**config.mk**
```make
export PLATFORM = sky130hd
export DESIGN_NAME = vga_wr_sched_flat
export DESIGN_NICKNAME = d
export VERILOG_FILES = /design/src/rtl/vga_wr_sched_if.sv /design/src/rtl/vga_wr_sched.sv /design/src/flat_wrapper.sv
export SDC_FILE = /design/constraint.sdc
export NUM_CORES = 1
export LEC_CHECK = 0
export CAP_MARGIN = 15
export CORE_MARGIN = 4
export CORE_UTILIZATION = 54
export CTS_CLUSTER_DIAMETER = 30
export CTS_CLUSTER_SIZE = 20
export DETAILED_ROUTE_END_ITERATION = 10
export PLACE_DENSITY_LB_ADDON = 0.2
export RECOVER_POWER = 50
export SYNTH_ARGS = -nofsm -noshare
export SYNTH_HDL_FRONTEND = slang
export SYNTH_SLANG_ARGS = --single-unit
```
**constraint.sdc**
```tcl
create_clock -name clk -period 6.7 [get_ports clk]
set_input_delay 2.01 -clock clk [delete_from_list [all_inputs] [get_ports clk]]
set_output_delay 2.01 -clock clk [all_outputs]
set_load 0.02 [all_outputs]
```
**src/rtl/vga_wr_sched_if.sv**
```systemverilog
// vga_wr_sched_if: CPU store / character RAM write bundle for vga_wr_sched.
//   addr, datain, en : CPU store request (datain[7:0] carries the character)
//   vga_busy         : VGA scan owns the character RAM port this cycle
//   vga_we/waddr/wdata : character RAM write port
//   stall            : CPU must hold its store this cycle
//   fifo_level       : write-FIFO occupancy
//   clr_active       : screen clear in progress
// master = CPU/VGA side (testbench), slave = scheduler.
interface vga_wr_sched_if;
    logic [31:0] addr;
    logic [31:0] datain;
    logic        en;
    logic        vga_busy;
    logic        vga_we;
    logic [11:0] vga_waddr;
    logic [7:0]  vga_wdata;
    logic        stall;
    logic [3:0]  fifo_level;
    logic        clr_active;

    modport master (
        output addr, datain, en, vga_busy,
        input  vga_we, vga_waddr, vga_wdata, stall, fifo_level, clr_active
    );

    modport slave (
        input  addr, datain, en, vga_busy,
        output vga_we, vga_waddr, vga_wdata, stall, fifo_level, clr_active
    );
endinterface

```
**src/rtl/vga_wr_sched.sv**
```systemverilog
// vga_wr_sched: buffers CPU stores aimed at the VGA character window in a
// small FIFO and retires them into the character RAM whenever the scan is
// not using the port. A store with addr[12] set is a clear command that
// fills the whole screen with CLR_CHAR, in program order with other stores.
// Ports:
//   clk   : sole clock, rising edge
//   rst_n : synchronous active-low reset
//   bus   : vga_wr_sched_if.slave (store request, RAM write port, status)
module vga_wr_sched #(
    parameter int unsigned DEPTH    = 8,
    parameter int unsigned CHARS    = 2400,
    parameter logic [7:0]  CLR_CHAR = 8'h20,
    parameter logic [11:0] BASE     = 12'h002
) (
    input logic           clk,
    input logic           rst_n,
    vga_wr_sched_if.slave bus
);

    localparam int unsigned PW = (DEPTH > 1) ? $clog2(DEPTH) : 1;
    localparam int unsigned LW = $clog2(DEPTH + 1);
    localparam int unsigned CW = (CHARS > 1) ? $clog2(CHARS) : 1;

    typedef struct packed {
        logic        clr;
        logic [11:0] waddr;
        logic [7:0]  wdata;
    } entry_t;

    typedef enum logic [1:0] {
        IDLE  = 2'd0,
        DRAIN = 2'd1,
        CLEAR = 2'd2
    } state_t;

    entry_t          mem_q [DEPTH];
    logic [PW-1:0]   wr_ptr_q;
    logic [PW-1:0]   rd_ptr_q;
    logic [LW-1:0]   level_q;
    logic [LW-1:0]   level_d;
    logic [CW-1:0]   cnt_q;
    logic [CW-1:0]   cnt_d;
    state_t          state_q;
    state_t          state_d;

    logic            hit;
    logic            full;
    logic            empty;
    logic            push;
    logic            pop;
    logic            we_raw;
    logic            enter_clr;
    logic            exit_clr;
    logic [11:0]     waddr_c;
    logic [7:0]      wdata_c;
    entry_t          head;
    entry_t          new_entry;

    // Upper data bits and the address gap between clr and BASE are don't-care.
    logic            unused_bits;
    assign unused_bits = ^{bus.datain[31:8], bus.addr[19:13]};

    // Request decode and FIFO status.
    always_comb begin
        hit       = bus.en && (bus.addr[31:20] == BASE);
        full      = (level_q == LW'(DEPTH));
        empty     = (level_q == '0);
        push      = rst_n && hit && !full;
        head      = mem_q[rd_ptr_q];
        new_entry = '{clr: bus.addr[12], waddr: bus.addr[11:0], wdata: bus.datain[7:0]};
    end

    // Write-port scheduling and next-state logic.
    always_comb begin
        pop       = 1'b0;
        we_raw    = 1'b0;
        enter_clr = 1'b0;
        exit_clr  = 1'b0;
        waddr_c   = head.waddr;
        wdata_c   = head.wdata;
        cnt_d     = cnt_q;

        case (state_q)
            CLEAR: begin
                we_raw  = !bus.vga_busy;
                waddr_c = 12'(cnt_q);
                wdata_c = CLR_CHAR;
                if (we_raw) begin
                    if (cnt_q == CW'(CHARS - 1)) begin
                        exit_clr = 1'b1;
                    end else begin
                        cnt_d = cnt_q + CW'(1);
                    end
                end
            end
            default: begin
                if (!empty) begin
                    if (head.clr) begin
                        // Clear command is consumed without using the RAM port.
                        pop       = 1'b1;
                        enter_clr = 1'b1;
                        cnt_d     = '0;
                    end else begin
                        we_raw = !bus.vga_busy;
                        pop    = we_raw;
                    end
                end
            end
        endcase

        level_d = level_q + LW'(push) - LW'(pop);

        if (enter_clr) begin
            state_d = CLEAR;
        end else if ((state_q == CLEAR) && !exit_clr) begin
            state_d = CLEAR;
        end else if (level_d != '0) begin
            state_d = DRAIN;
        end else begin
            state_d = IDLE;
        end
    end

    // Control state; reset discards all queued entries and any clear.
    always_ff @(posedge clk) begin
        if (!rst_n) begin
            wr_ptr_q <= '0;
            rd_ptr_q <= '0;
            level_q  <= '0;
            cnt_q    <= '0;
            state_q  <= IDLE;
        end else begin
            if (push) begin
                wr_ptr_q <= wr_ptr_q + PW'(1);
            end
            if (pop) begin
                rd_ptr_q <= rd_ptr_q + PW'(1);
            end
            level_q <= level_d;
            cnt_q   <= cnt_d;
            state_q <= state_d;
        end
    end

    // FIFO storage; contents are don't-care until written.
    always_ff @(posedge clk) begin
        if (push) begin
            mem_q[wr_ptr_q] <= new_entry;
        end
    end

    // Outputs are forced quiet while reset is held.
    assign bus.vga_we     = we_raw && rst_n;
    assign bus.vga_waddr  = waddr_c;
    assign bus.vga_wdata  = wdata_c;
    assign bus.stall      = hit && full && rst_n;
    assign bus.fifo_level = 4'(level_q);
    assign bus.clr_active = (state_q == CLEAR) && rst_n;

endmodule

```
**src/flat_wrapper.sv**
```systemverilog
// flat-port wrapper written by rule: the top's interface ports become plain ports
module vga_wr_sched_flat 
#(
    parameter int unsigned DEPTH    = 8,
    parameter int unsigned CHARS    = 2400,
    parameter logic [7:0]  CLR_CHAR = 8'h20,
    parameter logic [11:0] BASE     = 12'h002
)
  (clk, rst_n, bus_addr, bus_datain, bus_en, bus_vga_busy, bus_vga_we, bus_vga_waddr, bus_vga_wdata, bus_stall, bus_fifo_level, bus_clr_active);
  vga_wr_sched_if bus_i ();
  input logic clk;
  input logic rst_n;
  input wire logic [$bits(bus_i.addr)-1:0] bus_addr;
  input wire logic [$bits(bus_i.datain)-1:0] bus_datain;
  input wire logic [$bits(bus_i.en)-1:0] bus_en;
  input wire logic [$bits(bus_i.vga_busy)-1:0] bus_vga_busy;
  output wire logic [$bits(bus_i.vga_we)-1:0] bus_vga_we;
  output wire logic [$bits(bus_i.vga_waddr)-1:0] bus_vga_waddr;
  output wire logic [$bits(bus_i.vga_wdata)-1:0] bus_vga_wdata;
  output wire logic [$bits(bus_i.stall)-1:0] bus_stall;
  output wire logic [$bits(bus_i.fifo_level)-1:0] bus_fifo_level;
  output wire logic [$bits(bus_i.clr_active)-1:0] bus_clr_active;
  assign bus_i.addr = bus_addr;
  assign bus_i.datain = bus_datain;
  assign bus_i.en = bus_en;
  assign bus_i.vga_busy = bus_vga_busy;
  assign bus_vga_we = bus_i.vga_we;
  assign bus_vga_waddr = bus_i.vga_waddr;
  assign bus_vga_wdata = bus_i.vga_wdata;
  assign bus_stall = bus_i.stall;
  assign bus_fifo_level = bus_i.fifo_level;
  assign bus_clr_active = bus_i.clr_active;
  vga_wr_sched #(.DEPTH(DEPTH), .CHARS(CHARS), .CLR_CHAR(CLR_CHAR), .BASE(BASE)) u_core (.clk(clk), .rst_n(rst_n), .bus(bus_i));
endmodule
```
== Yosys cells after proc, flatten, opt, wreduce, memory -nomap -nowiden ==
Memories as Yosys holds them, arrays and structs flattened. A register that Yosys moved wholly into a read port is not among the register bits.
Index checks and enable logic that the tools add are counted.

* Bitwise gates (word level): 1
* Equality and inequality tests: 7
* Add/sub/neg operators: 5
* Reductions and logical operators: 16
* Mux-type cells: 26

{| class="wikitable"
|+ Operator list
! cell !! count
|-
| 12-bit 2-to-1 mux || 6
|-
| 1-bit 2-to-1 mux || 15
|-
| 12-bit by 1-bit adder with 12-bit output (second input constant) || 1
|-
| 12-bit equality test (second input constant) || 1
|-
| 12-bit by 2-bit equality test with 1-bit output (second input constant) || 1
|-
| 1-bit logical AND || 8
|-
| 8-bit 2-to-1 mux || 1
|-
| 3-bit by 1-bit adder with 3-bit output (second input constant) || 2
|-
| 3-bit 2-to-1 mux || 2
|-
| 2-bit != test (second input constant) || 3
|-
| 4-bit by 1-bit adder with 4-bit output || 1
|-
| 4-bit equality test (second input constant) || 1
|-
| 4-bit zero test || 1
|-
| 2-bit 2-to-1 mux || 2
|-
| 4-bit AND reduction || 1
|-
| 4-bit nonzero test || 1
|-
| 4-bit by 1-bit subtractor with 4-bit output || 1
|-
| 1-bit zero test || 3
|-
| 3-bit OR reduction || 1
|-
| 2-bit equality test (second input constant) || 1
|-
| 2-bit nonzero test || 1
|-
| 1-bit NOT || 1
|}

* Memories: 1
* Bits of input ports: 68
* Output and inout port bits: 27
* Word-level logic and storage cells: 62
* Memory bits (writable): 168
* Bits in registers: 24

{| class="wikitable"
|+ Memories
! name !! depth !! bits a word !! read ports !! clocked after memory_dff !! wr ports !! RTL line !! text
|-
| u_core.mem_q || 8 || 21 || 1 || 1 || 1 || vga_wr_sched.sv:36 || <nowiki>entry_t mem_q [DEPTH];</nowiki>
|}

== Depth between registers and ports, before layout ==
* Word-level depth: 10
* Mapped depth: 13

== Worst setup path before layout ==
OpenSTA, ideal clock, no wires.

* Path kind: in2reg
* Start: in rst_n
* End: mem u_core.mem_q[2][0] in the netlist's numbering, enable pin
* Data arrival time: 5.290 ns
* Stages: 6
* Path buffers: 2
* Slack: 0.950 ns
* Cells stage by stage: buf_2 -> nor4b_1 -> nand4_1 -> nand2b_1 -> clkbuf_1 -> nor4b_1

* Longest elaborated chain between the ends: 4

{| class="wikitable"
|+ RTL lines
! what !! RTL line !! text
|-
| start: declaration || flat_wrapper.sv:12 || <nowiki>input logic rst_n;</nowiki>
|-
| 1-bit logical AND (2 in a row) || vga_wr_sched.sv:68 || <nowiki>push = rst_n && hit && !full;</nowiki>
|-
| 1-bit 2-to-1 mux || vga_wr_sched.sv:147 || <nowiki>if (push) begin</nowiki>
|-
| 1-bit 2-to-1 mux (not written as such) || vga_wr_sched.sv:148 || <nowiki>mem_q[wr_ptr_q] <= new_entry;</nowiki>
|-
| end: declaration || vga_wr_sched.sv:36 ||
|}

No other way between the ends.

== Worst setup path in the final report ==
* Start: in bus_addr[20]
* End: out bus_stall

* Longest elaborated chain between the ends: 4

{| class="wikitable"
|+ RTL lines
! what !! RTL line !! text
|-
| start: declaration || flat_wrapper.sv:13 || <nowiki>input wire logic [$bits(bus_i.addr)-1:0] bus_addr;</nowiki>
|-
| 12-bit by 2-bit equality test with 1-bit output || vga_wr_sched.sv:65 || <nowiki>hit = bus.en && (bus.addr[31:20] == BASE);</nowiki>
|-
| 1-bit logical AND || vga_wr_sched.sv:65 ||
|-
| 1-bit logical AND (2 in a row) || vga_wr_sched.sv:156 || <nowiki>assign bus.stall = hit && full && rst_n;</nowiki>
|-
| end: declaration || flat_wrapper.sv:20 || <nowiki>output wire logic [$bits(bus_i.stall)-1:0] bus_stall;</nowiki>
|}

No other way between the ends.

==> impl_metrics.ini <==
[timing]
skew_ns = 0.0105
maxSlewViolCount = 0
finalSetupTns_ns = 0
hold_violations = 0
fin_crit_sh_pct = 90.1
fin_ws_ns = 0.666
rsz0062_at_grt = no
post-route-min-period_ns = 6.03
worst_pin_slew_ns = 1.17
fmax_mhz = 166
slew_headroom_pct = 22.1
setup_violations = 0

[floorplan]
start_util_pct = 55.0
coreArea_um2 = 14500
ios = 95
die_area_um2 = 16800
std_cell_rows = 44
die_h_um = 129
die_x_um = 129

[yosys]
synthCells = 461
yosysWarnings = 0
synth_edf_count = 168
ys_types = 48
synthTopCellsByArea = edfxtp_1, mux4_2, dfxtp_1
yosys.area.top_type = edfxtp_1
postSynth.asyncResetShare_pct = 0
ys.flop_type = edfxtp_1
netlist.area_leader.share_pct = 63.3
syn_area_um2 = 7970
synth-seq-cells = 195
synth-seq-area-share_pct = 70.1
synth_area_per_cell_um2 = 17.3
syn_nets = 539

[place]
pre_cts_slack_ns = 0.788
place_hpwl_mm = 9.32
gp_congestion = 0.801
port_buffers = 63

[global_route]
grt_usage_pct = 20.0
grt_pass1_wl_mm = 24.9
first_global_vias = 4559
grt-ovfl-total = 0
grt_start_max_net_pins = 42
grt_antenna_before_repair = 1

[clock_network]
clk_latency_ns = 0.42
cts_tree = built
numClockSinks = 195
cts-root-buf = clkbuf_16
clockBufferDepth = 2
cts_hold_buf = 0
cts_resized = 0
cts_inserted_buffers = 17
cts_setup_buffers = 0
htree_levels = 4
clk_pin_slew_ns = 0.07

[setup_path]
cp.arrival_ns = 4.02
critPathKind = in2out
cp_max_fo = 8
start_kind = input port
worstPathRequired_ns = 4.69
crit_path_end_kind = output port

[pwr]
vdd_drop_max_mv = 0.198
power.density_nw_per_um2 = 356
p_leak_uw = 0.00293

[worst_hold_path]
hp-class = reg2reg

[cells_and_area]
layout_commonest_cell = edfxtp_1
drive_above_1_share_pct = 18.5
layout.nets = 610
syn_to_final_growth_pct = 19.0
diodes = 0
layout_common_cells = edfxtp_1, mux4_2, clkdlybuf4s50_1
finish.utilization_pct = 65.5

[route]
routedWlPerCell_um = 21.5
wirelength_mm = 15.7
first_iter_violations = 289
drc = 0
antenna_left = 0
first_pass_iters = 4
via_count = 4351
vias_per_cell = 5.97

[run]
cap_violations = 0

[run_status]
status = complete, no violations
-- critical path: stages --
cell and delay [ns]:
dlygate4sd3_1 0.53, nor4b_1 0.36, nand4_1 0.33, nor2_1 0.18, clkdlybuf4s50_1 0.61
-- synth_stat cells, types with 2 or more instances --
| cell | number |
|---|---|
| clkbuf_1 | 13 |
| nand4_1 | 3 |
| and2_1 | 4 |
| mux2i_1 | 23 |
| buf_2 | 6 |
| nor3b_1 | 2 |
| nor2_1 | 18 |
| o21ai_1 | 14 |
| o221a_1 | 2 |
| a21oi_1 | 13 |
| xnor2_1 | 2 |
| buf_1 | 4 |
| nor3_1 | 6 |
| edfxtp_1 | 168 |
| nor4_1 | 4 |
| or3_1 | 3 |
| a311oi_2 | 4 |
| mux4_2 | 42 |
| nand2_1 | 31 |
| nand4bb_1 | 2 |
| o21ai_0 | 8 |
| o211ai_1 | 2 |
| nand3_1 | 6 |
| inv_1 | 11 |
| ha_1 | 9 |
| dfxtp_1 | 27 |
| nor4b_1 | 8 |
| a211oi_1 | 3 |
| nand2b_1 | 3 |
| o31ai_1 | 2 |
-- flip-flops by register name, summed over array words and instances (netlist names), named ones only --
signal and count:
u_core.mem_q 168, u_core.wr_ptr_q 3, u_core.cnt_q 12, u_core.rd_ptr_q 3, u_core.bus.fifo_level 4, u_core.state_q 2
-- worst paths after layout --
| path | start | endpoint | slack, ns | cells past startpoint |
|---|---|---|---|---|
| min | u_core.rd_ptr_q[1] | register | 0.49 | 2 |
| max | bus_addr[20] | bus_stall | 0.67 | 5 |
| min reg2reg | u_core.rd_ptr_q[1] | register | 0.49 | 2 |
| max reg2reg | register | u_core.state_q[0] | 3.24 | 11 |
-- cell families (layout without fill, tap and decap cells) --
family,after synthesis,after routing,synth area share (%)
multiplexers,66,66,15.0
AND/OR/NAND/NOR,94,94,6.14
AO/OA/AOI/OAI,58,58,5.00
flip-flops,195,195,70.1
adder cells (fa/ha/maj),10,10,1.67
XOR/XNOR,2,2,0.220
buffers and inverters,36,120,1.81
-- per-stage QoR --
step | instances | area (um^2) | total power, uW | hold slack, ns
floorplan | 461 | 7970 | 2050 | 0.454
global placement | 697 | 8880 | 2370 | 0.456
detailed placement | 697 | 8880 | 2390 | 0.477
CTS | 729 | 9480 | 3420 | 0.492
global route | 729 | 9480 | 3550 | 0.548
finish | 729 | 9480 | 3380 | 0.487
-- per-layer routing --
layer / wire length [um] / GRT usage [%] / up-vias
met5: 13 / 0 / -
met4: 180 / 5.56 / 2
met1: 6730 / 26.4 / 2214
met3: 953 / 6.14 / 18
li1: - / - / 1988
met2: 7770 / 32.7 / 129
-- power by group --
group / internal (uW) / total, uW / switching, uW
registers: 1350 / 1430 / 87.2
clock network: 598 / 1040 / 441
logic: 459 / 907 / 448
total: 2400 / 3380 / 976
-- layout make-up --
class	instances	area (um^2)
well taps	184	230
fillers	981	5000
flip-flops and latches	195	5590
multi-input cells	230	2280
repair buffers	76	728
clock buffers	20	437
clock inverters	12	169
inverters	12	45.0
Note: power is estimated with default switching activity, not from simulation.
